File: src/rtl/fu_matrix_ls_seq_pkg.sv
`default_nettype none
// ============================================================================
//  Module      : fu_matrix_ls_seq_pkg
//  Description : Shared types and constants for the matrix load/store
//                sequencer (state encoding, operation bundle, counter width).
//  Revision    : 1.0 - initial release
// ============================================================================
package fu_matrix_ls_seq_pkg;

    localparam int MAT_ROWS     = 4;
    localparam int ROW_W        = 64;
    localparam int MATLS_ADDR_W = 32;
    localparam int MATLS_MREG_W = 4;

    // Row and response counters reach MAT_ROWS, so one extra bit beyond the row index
    localparam int CNT_W = 3;

    typedef enum logic [2:0] {
        S_IDLE     = 3'd0,
        S_LD_ISSUE = 3'd1,
        S_LD_DRAIN = 3'd2,
        S_ST_READ  = 3'd3,
        S_ST_ISSUE = 3'd4,
        S_ST_DRAIN = 3'd5,
        S_DONE     = 3'd6
    } matls_state_t;

    typedef struct packed {
        logic [1:0]              ls;
        logic [MATLS_MREG_W-1:0] rd;
        logic [MATLS_ADDR_W-1:0] addr;
        logic [MATLS_ADDR_W-1:0] stride;
    } matls_op_t;

endpackage
`default_nettype wire

File: src/rtl/fu_matrix_ls_seq_addr_gen.sv
`default_nettype none
// ============================================================================
//  Module      : matls_addr_gen
//  Description : Row counter and running row address. Loads the base address
//                and stride when an op is accepted, then adds the stride on
//                every scratchpad request handshake (wraps mod 2^ADDR_W).
//  Revision    : 1.0 - initial release
// ============================================================================
module matls_addr_gen
    import fu_matrix_ls_seq_pkg::*;
#(
    parameter int ADDR_W = MATLS_ADDR_W
) (
    input  logic              CLK,
    input  logic              RST,
    input  logic              load,
    input  logic [ADDR_W-1:0] base,
    input  logic [ADDR_W-1:0] stride,
    input  logic              step,
    output logic [CNT_W-1:0]  row,
    output logic [ADDR_W-1:0] addr
);

    logic [ADDR_W-1:0] stride_q;

    // Base/stride capture on accept, then advance one row per handshake
    always_ff @(posedge CLK or posedge RST) begin
        if (RST) begin
            row      <= '0;
            addr     <= '0;
            stride_q <= '0;
        end else if (load) begin
            row      <= '0;
            addr     <= base;
            stride_q <= stride;
        end else if (step) begin
            row      <= row + CNT_W'(1);
            addr     <= addr + stride_q;
        end
    end

endmodule
`default_nettype wire

File: src/rtl/fu_matrix_ls_seq.sv
`default_nettype none
// ============================================================================
//  Module      : fu_matrix_ls_seq
//  Description : Matrix load/store sequencer. Breaks one matrix LS op into
//                MAT_ROWS row transfers between the scratchpad and the matrix
//                register file, then pulses mhit once.
//  Revision    : 1.0 - initial release
// ============================================================================
module fu_matrix_ls_seq
    import fu_matrix_ls_seq_pkg::*;
#(
    parameter int MAT_ROWS = fu_matrix_ls_seq_pkg::MAT_ROWS,
    parameter int ROW_W    = fu_matrix_ls_seq_pkg::ROW_W,
    parameter int ADDR_W   = MATLS_ADDR_W,
    parameter int MREG_W   = MATLS_MREG_W
) (
    input  logic              CLK,
    input  logic              RST,
    input  logic              req_valid,
    output logic              req_ready,
    input  logic [1:0]        req_ls,
    input  logic [MREG_W-1:0] req_rd,
    input  logic [ADDR_W-1:0] req_addr,
    input  logic [ADDR_W-1:0] req_stride,
    output logic              mem_req_valid,
    input  logic              mem_req_ready,
    output logic              mem_req_wen,
    output logic [ADDR_W-1:0] mem_req_addr,
    output logic [ROW_W-1:0]  mem_req_wdata,
    input  logic              mem_rsp_valid,
    input  logic [ROW_W-1:0]  mem_rsp_rdata,
    output logic              mrf_wen,
    output logic [MREG_W-1:0] mrf_widx,
    output logic [1:0]        mrf_wrow,
    output logic [ROW_W-1:0]  mrf_wdata,
    output logic              mrf_ren,
    output logic [MREG_W-1:0] mrf_ridx,
    output logic [1:0]        mrf_rrow,
    input  logic [ROW_W-1:0]  mrf_rdata,
    output logic              mhit,
    output logic              busy
);

    localparam logic [CNT_W-1:0] LAST_ROW = CNT_W'(MAT_ROWS - 1);

    matls_state_t      state;
    matls_state_t      state_nx;
    matls_op_t         op_in;
    logic [MREG_W-1:0] rd_q;
    logic [CNT_W-1:0]  rsp_cnt;
    logic [ROW_W-1:0]  wdata_q;
    logic              st_first;
    logic [CNT_W-1:0]  row;
    logic [ADDR_W-1:0] row_addr;
    logic              accept;
    logic              req_hs;
    logic              rsp_take;
    logic              rsp_last;
    logic              in_load;

    // Incoming op bundled as one record; only meaningful while req_valid
    assign op_in  = '{ls: req_ls, rd: req_rd, addr: req_addr, stride: req_stride};
    assign accept = req_valid & req_ready;
    assign req_hs = mem_req_valid & mem_req_ready;

    // Responses outside an active op (IDLE/DONE) are ignored entirely
    assign in_load  = (state == S_LD_ISSUE) || (state == S_LD_DRAIN);
    assign rsp_take = mem_rsp_valid &
                      (in_load || (state == S_ST_READ) ||
                       (state == S_ST_ISSUE) || (state == S_ST_DRAIN));
    assign rsp_last = rsp_take && (rsp_cnt == LAST_ROW);

    matls_addr_gen #(
        .ADDR_W (ADDR_W)
    ) u_addr_gen (
        .CLK    (CLK),
        .RST    (RST),
        .load   (accept),
        .base   (op_in.addr),
        .stride (op_in.stride),
        .step   (req_hs),
        .row    (row),
        .addr   (row_addr)
    );

    // State register
    always_ff @(posedge CLK or posedge RST) begin
        if (RST) begin
            state <= S_IDLE;
        end else begin
            state <= state_nx;
        end
    end

    // Captured destination, response counter and store-data holding register
    always_ff @(posedge CLK or posedge RST) begin
        if (RST) begin
            rd_q     <= '0;
            rsp_cnt  <= '0;
            wdata_q  <= '0;
            st_first <= 1'b0;
        end else begin
            if (accept) begin
                rd_q    <= op_in.rd;
                rsp_cnt <= '0;
            end else if (rsp_take) begin
                rsp_cnt <= rsp_cnt + CNT_W'(1);
            end
            // RF read data is only valid on the first ST_ISSUE cycle; keep a copy for stalls
            st_first <= (state_nx == S_ST_ISSUE) && (state != S_ST_ISSUE);
            if ((state == S_ST_ISSUE) && st_first) begin
                wdata_q <= mrf_rdata;
            end
        end
    end

    // Next-state and control decode
    always_comb begin
        state_nx      = state;
        req_ready     = 1'b0;
        mem_req_valid = 1'b0;
        mrf_ren       = 1'b0;
        mhit          = 1'b0;
        unique case (state)
            S_IDLE: begin
                req_ready = 1'b1;
                if (accept) begin
                    if (op_in.ls[0]) begin
                        state_nx = S_LD_ISSUE;
                    end else if (op_in.ls[1]) begin
                        state_nx = S_ST_READ;
                    end
                end
            end
            S_LD_ISSUE: begin
                mem_req_valid = 1'b1;
                if (rsp_last) begin
                    state_nx = S_DONE;
                end else if (req_hs && (row == LAST_ROW)) begin
                    state_nx = S_LD_DRAIN;
                end
            end
            S_LD_DRAIN: begin
                if (rsp_last) begin
                    state_nx = S_DONE;
                end
            end
            S_ST_READ: begin
                mrf_ren  = 1'b1;
                state_nx = rsp_last ? S_DONE : S_ST_ISSUE;
            end
            S_ST_ISSUE: begin
                mem_req_valid = 1'b1;
                if (rsp_last) begin
                    state_nx = S_DONE;
                end else if (req_hs) begin
                    state_nx = (row == LAST_ROW) ? S_ST_DRAIN : S_ST_READ;
                end
            end
            S_ST_DRAIN: begin
                if (rsp_last) begin
                    state_nx = S_DONE;
                end
            end
            S_DONE: begin
                mhit     = 1'b1;
                state_nx = S_IDLE;
            end
            default: begin
                state_nx = S_IDLE;
            end
        endcase
    end

    // Scratchpad request fields, zero whenever no request is offered
    always_comb begin
        mem_req_wen   = (state == S_ST_ISSUE);
        mem_req_addr  = mem_req_valid ? row_addr : '0;
        mem_req_wdata = '0;
        if (state == S_ST_ISSUE) begin
            mem_req_wdata = st_first ? mrf_rdata : wdata_q;
        end
    end

    // Matrix RF ports: load responses write straight through, store reads by row
    always_comb begin
        mrf_wen   = rsp_take & in_load;
        mrf_widx  = mrf_wen ? rd_q : '0;
        mrf_wrow  = mrf_wen ? rsp_cnt[1:0] : 2'd0;
        mrf_wdata = mrf_wen ? mem_rsp_rdata : '0;
        mrf_ridx  = mrf_ren ? rd_q : '0;
        mrf_rrow  = mrf_ren ? row[1:0] : 2'd0;
        busy      = (state != S_IDLE);
    end

endmodule
`default_nettype wire

File: config.mk
export PLATFORM = sky130hd
export DESIGN_NAME = fu_matrix_ls_seq
export DESIGN_NICKNAME = d
export VERILOG_FILES = /design/src/rtl/fu_matrix_ls_seq_pkg.sv /design/src/rtl/fu_matrix_ls_seq_addr_gen.sv /design/src/rtl/fu_matrix_ls_seq.sv
export SDC_FILE = /design/constraint.sdc
export NUM_CORES = 1
export LEC_CHECK = 0
export ABC_AREA = 1
export BUFFER_PORTS_ARGS = -buffer_cell sky130_fd_sc_hd__buf_2
export CELL_PAD_IN_SITES_DETAIL_PLACEMENT = 1
export CELL_PAD_IN_SITES_GLOBAL_PLACEMENT = 1
export CORE_ASPECT_RATIO = 0.7
export CORE_MARGIN = 2
export CORE_UTILIZATION = 36
export CTS_CLUSTER_SIZE = 10
export DETAILED_ROUTE_END_ITERATION = 10
export PLACE_DENSITY_LB_ADDON = 0.12
export SLEW_MARGIN = 20
export SYNTH_ARGS = -nofsm -noshare
export SYNTH_HDL_FRONTEND = slang
export SYNTH_SLANG_ARGS = --single-unit
File: constraint.sdc
create_clock -name CLK -period 14.8 [get_ports CLK]
set_clock_uncertainty 0.2 [all_clocks]
set_input_delay 2.96 -clock CLK [delete_from_list [all_inputs] [get_ports CLK]]
set_output_delay 2.96 -clock CLK [all_outputs]
set_load 0.005 [all_outputs]
### After elaboration in Yosys (flattened, before gate mapping)

Cells that the tools add are included.

| word-level totals | value |
|---|---|
| logic and storage cells | 68 |
| output and inout port bits | 179 |
| register bits after elaboration | 142 |
| input bits | 203 |

| cells by class | value |
|---|---|
| eq/ne operators | 10 |
| bitwise logic cells | 4 |
| muxes and demuxes | 29 |
| reduce and logical (&&, ||, !) cells | 14 |
| add/sub/neg operators | 3 |

Operators by type and width:

| cell | number |
|---|---|
| 64-bit two-way mux | 3 |
| 32-bit two-way mux | 3 |
| 3-bit two-way mux | 13 |
| 32-bit adder | 1 |
| 3-bit one-hot mux with 5 select lines | 1 |
| 3-bit by 2-bit equality test with 1-bit output, second input constant | 4 |
| 3-bit equality test, second input constant | 4 |
| 4-bit two-way mux | 2 |
| 3-bit by 1-bit adder with 3-bit output, second input constant | 2 |
| 2-bit two-way mux | 3 |
| 1-bit AND | 4 |
| 1-bit logical AND | 4 |
| 1-bit logical OR | 4 |
| 1-bit two-way mux | 4 |
| 2-bit nonzero test | 2 |
| 2-bit OR reduction | 2 |
| 3-bit by 1-bit equality test with 1-bit output, second input constant | 1 |
| 3-bit zero test | 1 |
| 3-bit inequality test, second input constant | 1 |
| 3-bit nonzero test | 1 |

### Longest topological paths before layout

| depth | value |
|---|---|
| depth in word-level cells | 11 |
| gate-level depth with buffers | 14 |
| depth with buffers taken out | 14 |

### Cells and area by module

A second synthesis with hierarchy kept.

| second synthesis, totals | value |
|---|---|
| cells, all modules | 1433 |
| area total of the unflattened synthesis | 9389.0 sq um |

Modules (own cells, without submodules):

| module | cells each | area each (sq um) | times used |
|---|---|---|---|
| matls_addr_gen | 775 | 4968.5 | 1 |
| fu_matrix_ls_seq | 658 | 4420.5 | 1 |

### Worst setup path after synthesis

Ideal clock, no wire load.

| timing path | value |
|---|---|
| path kind | input -> output |
| start point | input port mem_rsp_valid |
| end point | output port mrf_wdata[54] |
| buffers on the path | 1 |
| setup slack | 8.043 ns |
| stages on the path | 5 |
| arrival | 3.597 ns |
| cells stage by stage | nand2_2 > nor2_4 > nand2_1 > buf_2 > nor2_1 |

| on the way | value |
|---|---|
| word-level cells in the longest chain between the ends | 3 |

RTL lines:

| what | RTL line | text |
|---|---|---|
| start, declared | fu_matrix_ls_seq.sv:30 | `input logic mem_rsp_valid,` |
| 1-bit AND | fu_matrix_ls_seq.sv:68 | `assign rsp_take = mem_rsp_valid &` |
| 1-bit AND | fu_matrix_ls_seq.sv:187 | `mrf_wen = rsp_take & in_load;` |
| 64-bit two-way mux | fu_matrix_ls_seq.sv:190 | `mrf_wdata = mrf_wen ? mem_rsp_rdata : '0;` |
| end, declared | fu_matrix_ls_seq.sv:35 | `output logic [ROW_W-1:0] mrf_wdata,` |

No other way between the ends.

### Final worst setup path

| timing path | value |
|---|---|
| start point | input port mem_rsp_valid |
| end point | output port mrf_wdata[46] |

The elaborated chain is that of the path after synthesis.

==> summary.md <==
| Metric | Value |
|---|---|
| CP Buf/Inv Count | `3` |
| Post-CTS Resized | `0` |
| Crit share post-route | `between 40% and 50%` |
| Req. time, crit path | `11640 ps` |
| Share of cells above drive strength 1 | `roughly 24%` |
| Vias per cell | `~4.7` |
| Die area | `27730 µm²` |
| H-Tree Depth | `4` |
| Top cells by area, synth | `dfrtp_1 37%, nand2_1 17%, inv_1 12%` |
| Dpl ws | `7409 ps` |
| Fin worst setup slack | `roughly 7400 ps` |
| M3 GR Usage | `5.177%` |
| Critical path type | `in -> out` |
| Initial antenna violation count | `7` |
| Slew margin rel. | `35.45%` |
| Synth Area per Inst | `6.446 µm²` |
| Final hold vios | `0` |
| Detailed Route Iter0 Violations | `470` |
| Global-route usage over all layers | `around a quarter` |
| Post-synth EDFFs | `0` |
| Grt total ovfl | `0` |
| Crit Path Max Fanout | `63` |
| Hold Crit Class | `reg -> reg` |
| Port Buf Inserts | `approximately 380` |
| Initial Util | `between 30% and 40%` |
| Crit path cell chain | `buf_2 -> nand2_2 -> nor2_4 -> nand2_2 -> buf_4 -> nor2_1 -> buf_2` |
| Status | `finished clean` |
| Chip width | `198.2 µm` |
| Internal power | `0.001278 W` |
| Sw Share | `50.77%` |
| Max Slew Vio Count | `0` |
| Top_reg_cell synth | `dfrtp_1` |
| Clk sink count | `142` |
| Pleak | `7.697 nW` |
| DRC Markers | `0` |
| Top cell type's share of synthesized area | `37.40%` |
| Sequential area share after synthesis | `37.40%` |
| Vias | `10422` |
| CP arrival | `4230 ps` |
| Number of CTS-inserted buffers | `17` |
| GPL Wtd Cong | `slightly above 0.9` |
| Core footprint | `25810 µm²` |
| GR peak layer | `met2` |
| CTS tree | `built` |
| Postcts setup bufs | `0` |
| Final net count | `2071` |
| Power per cell area | `211.9 nW/µm²` |
| Worst Setup End Kind | `output port` |
| Setup TNS Final | `0 ps` |
| Worst path max stage delay | `530 ps` |
| P&R area growth vs syn | `28.93%` |
| IO Count | `382` |
| Proportion of synthesized area in mux cells | `0%` |
| M2 GR Usage | `~45%` |
| Clock Power Share | `around 16%` |
| Seq cells post-synth | `142` |
| Vias in the first global route | `10554` |
| Post-Syn Area | `approximately 9500 µm²` |
| Xor and xnor area share after synthesis | `1.014%` |
| Avg WL per Cell | `16.25 µm` |
| Main combinational cell family by area after synthesis | `simple AND/OR/NAND/NOR gates` |
| FMAX | `135.4 MHz` |
| Post-CTS Hold Buffers | `0` |
| Flop pwr share | `23.6%` |
| Worst slew pin tran | `a little under 1000 ps` |
| Most common cell after layout, fill and taps aside | `nand2_1` |
| Synth warnings | `0` |
| Unrepaired setup endpoints after global routing | `false` |
| Logic gate share of total power | `60.0%` |
| Commonest non-fill, non-tap cells in the layout | `440 x nand2_1, 381 x buf_2, 305 x inv_1, 196 x nor2_1, 155 x o21ai_0` |
| Die height | `around 140 µm` |
| Final Setup Violations | `0` |
| Cell family with most CP delay | `buffers and inverters` |
| Slowest CP cell | `buf_4` |
| Synth Area in Simple Gates | `29.68%` |
| Netlist cell types | `36` |
| M1 GR Usage | `32.47%` |
| Fillers | `approximately 3600` |
| Worst-Skew Late Latency | `roughly 440 ps` |
| CTS clock-pin slew for the worst setup and hold paths | `about 70 ps` |
| HPWL after DPL | `28190 µm` |
| WL final | `35900 µm` |
| Adder-Cell Fraction of Synth Area | `4.820%` |
| Maximum VDD drop | `0.0001309 V` |
| Clock root cell | `clkbuf_16` |
| Global-route wire length before repair | `55970 µm` |
| Post-Syn Nets | `1713` |
| Switching Power | `0.001318 W` |
| Clock Path Buffers | `2` |
| Compound-Gate Fraction of Synth Area | `11.89%` |
| Synth area leader | `dfrtp_1` |
| Startpoint types | `primary input` |
| MaxCap Viol Count | `0` |
| Largest net degree at the start of global routing | `129` |
| Minimum clock period | `7387 ps` |
| Synth async-reset ratio | `100.0%` |
| Syn Inst Count | `about 1500` |
| Post-DRT Antenna Nets | `0` |
| Std cell rows | `49` |
| TritonRoute pass-1 iters | `5` |
[per-layer routing]
metal  wire (µm)  vias to the layer above
met5           0                        -
met4         847                        0
met3        2129                       44
met2       17320                      281
met1       15600                     4931
li1            -                     5166
[power by group through the flow]
stage	Sequential, W	Clock (W)	Combinational [W]
2_1_floorplan	0.000592	0	0.00105
3_3_place_gp	0.000612	0	0.00150
3_5_place_dp	0.000619	0	0.00154
4_1_cts	0.000613	0.000435	0.00156
5_1_grt	0.000629	0.000449	0.00177
6_report	0.000613	0.000425	0.00156
[sequential cells by signal (all words and copies together), names as in the netlist]
| register | count |
|---|---|
| u_addr_gen.stride_q | 32 |
| state | 3 |
| u_addr_gen.row | 3 |
| st_first | 1 |
| wdata_q | 64 |
| rd_q | 4 |
| u_addr_gen.addr | 32 |
| rsp_cnt | 3 |
[synthesized netlist by cell type, types with 2 or more instances]
library cell	count
nor2_1	197
nand2_2	2
clkbuf_1	10
nand4_1	3
inv_4	2
o21bai_1	4
dfrtp_1	142
buf_6	3
o211ai_1	4
nor3_1	6
nor2_2	2
o21ai_1	13
nor2_4	2
o22ai_1	7
ha_1	35
o21ai_0	155
nand3_1	47
buf_4	5
buf_2	31
a21oi_1	25
nand2_1	442
o21ai_2	2
xor2_1	10
inv_1	306
nand2_4	4
inv_2	5
[worst reg2reg max path: cells and delay by family, from the launching register on]
family | cells | cell delay (ps)
buffers and inverters | 3 | 930
AND/OR/NAND/NOR | 5 | 680
flip-flops | 1 | 440
AO/OA/AOI/OAI | 2 | 440
[cells by family (layout without fill, tap and decap cells)]
kind of cell,after synthesis,after routing
AOI/OAI and AO/OA,215,215
xor gates and xnor gates,11,11
adders and majority gates,36,36
buffers and inverters,362,733
DFF,142,142
other,0,7
and+or+nand+nor,708,708
[stage by stage]
step,cells,util [%],power (W),hold slack [ps],area (µm²)
finish,2209,47.46,0.002596,290.0,12250
global route,2208,47.45,0.002850,321.9,12250
CTS,2202,47.38,0.002613,295.4,12230
detailed placement,2170,45.18,0.002164,278.3,11660
global placement,2170,45.18,0.002113,273.7,11660
floorplan,1474,-,0.001639,252.8,9502
[worst paths after layout]
path | startpoint | to | slack, ps | cells after the start
min reg2reg | u_addr_gen.stride_q[7] | u_addr_gen.stride_q[7] | 290 | 2
max | mem_rsp_valid | mrf_wdata[46] | 7410 | 7
max reg2reg | state[0] | st_first | 12000 | 10
min in group asynchronous | RST | wdata_q[1] | 2410 | 2
max in group asynchronous | RST | u_addr_gen.addr[22] | 10550 | 3
min | u_addr_gen.stride_q[7] | u_addr_gen.stride_q[7] | 290 | 2
[final cells by class]
type                            instances  area, µm²  area share (%)
Antenna cell                            7      17.52          0.1430
Timing Repair Buffer                  388       1963           16.02
Clock inverter                         14      128.9           1.052
Multi-Input combinational cell        970       4517           36.87
Clock buffer                           18      439.2           3.585
Tap cell                              357      446.7           3.646
Sequential cell                       142       3553           29.01
Inverter                              313       1185           9.672
(Power assumes the default switching activity.)
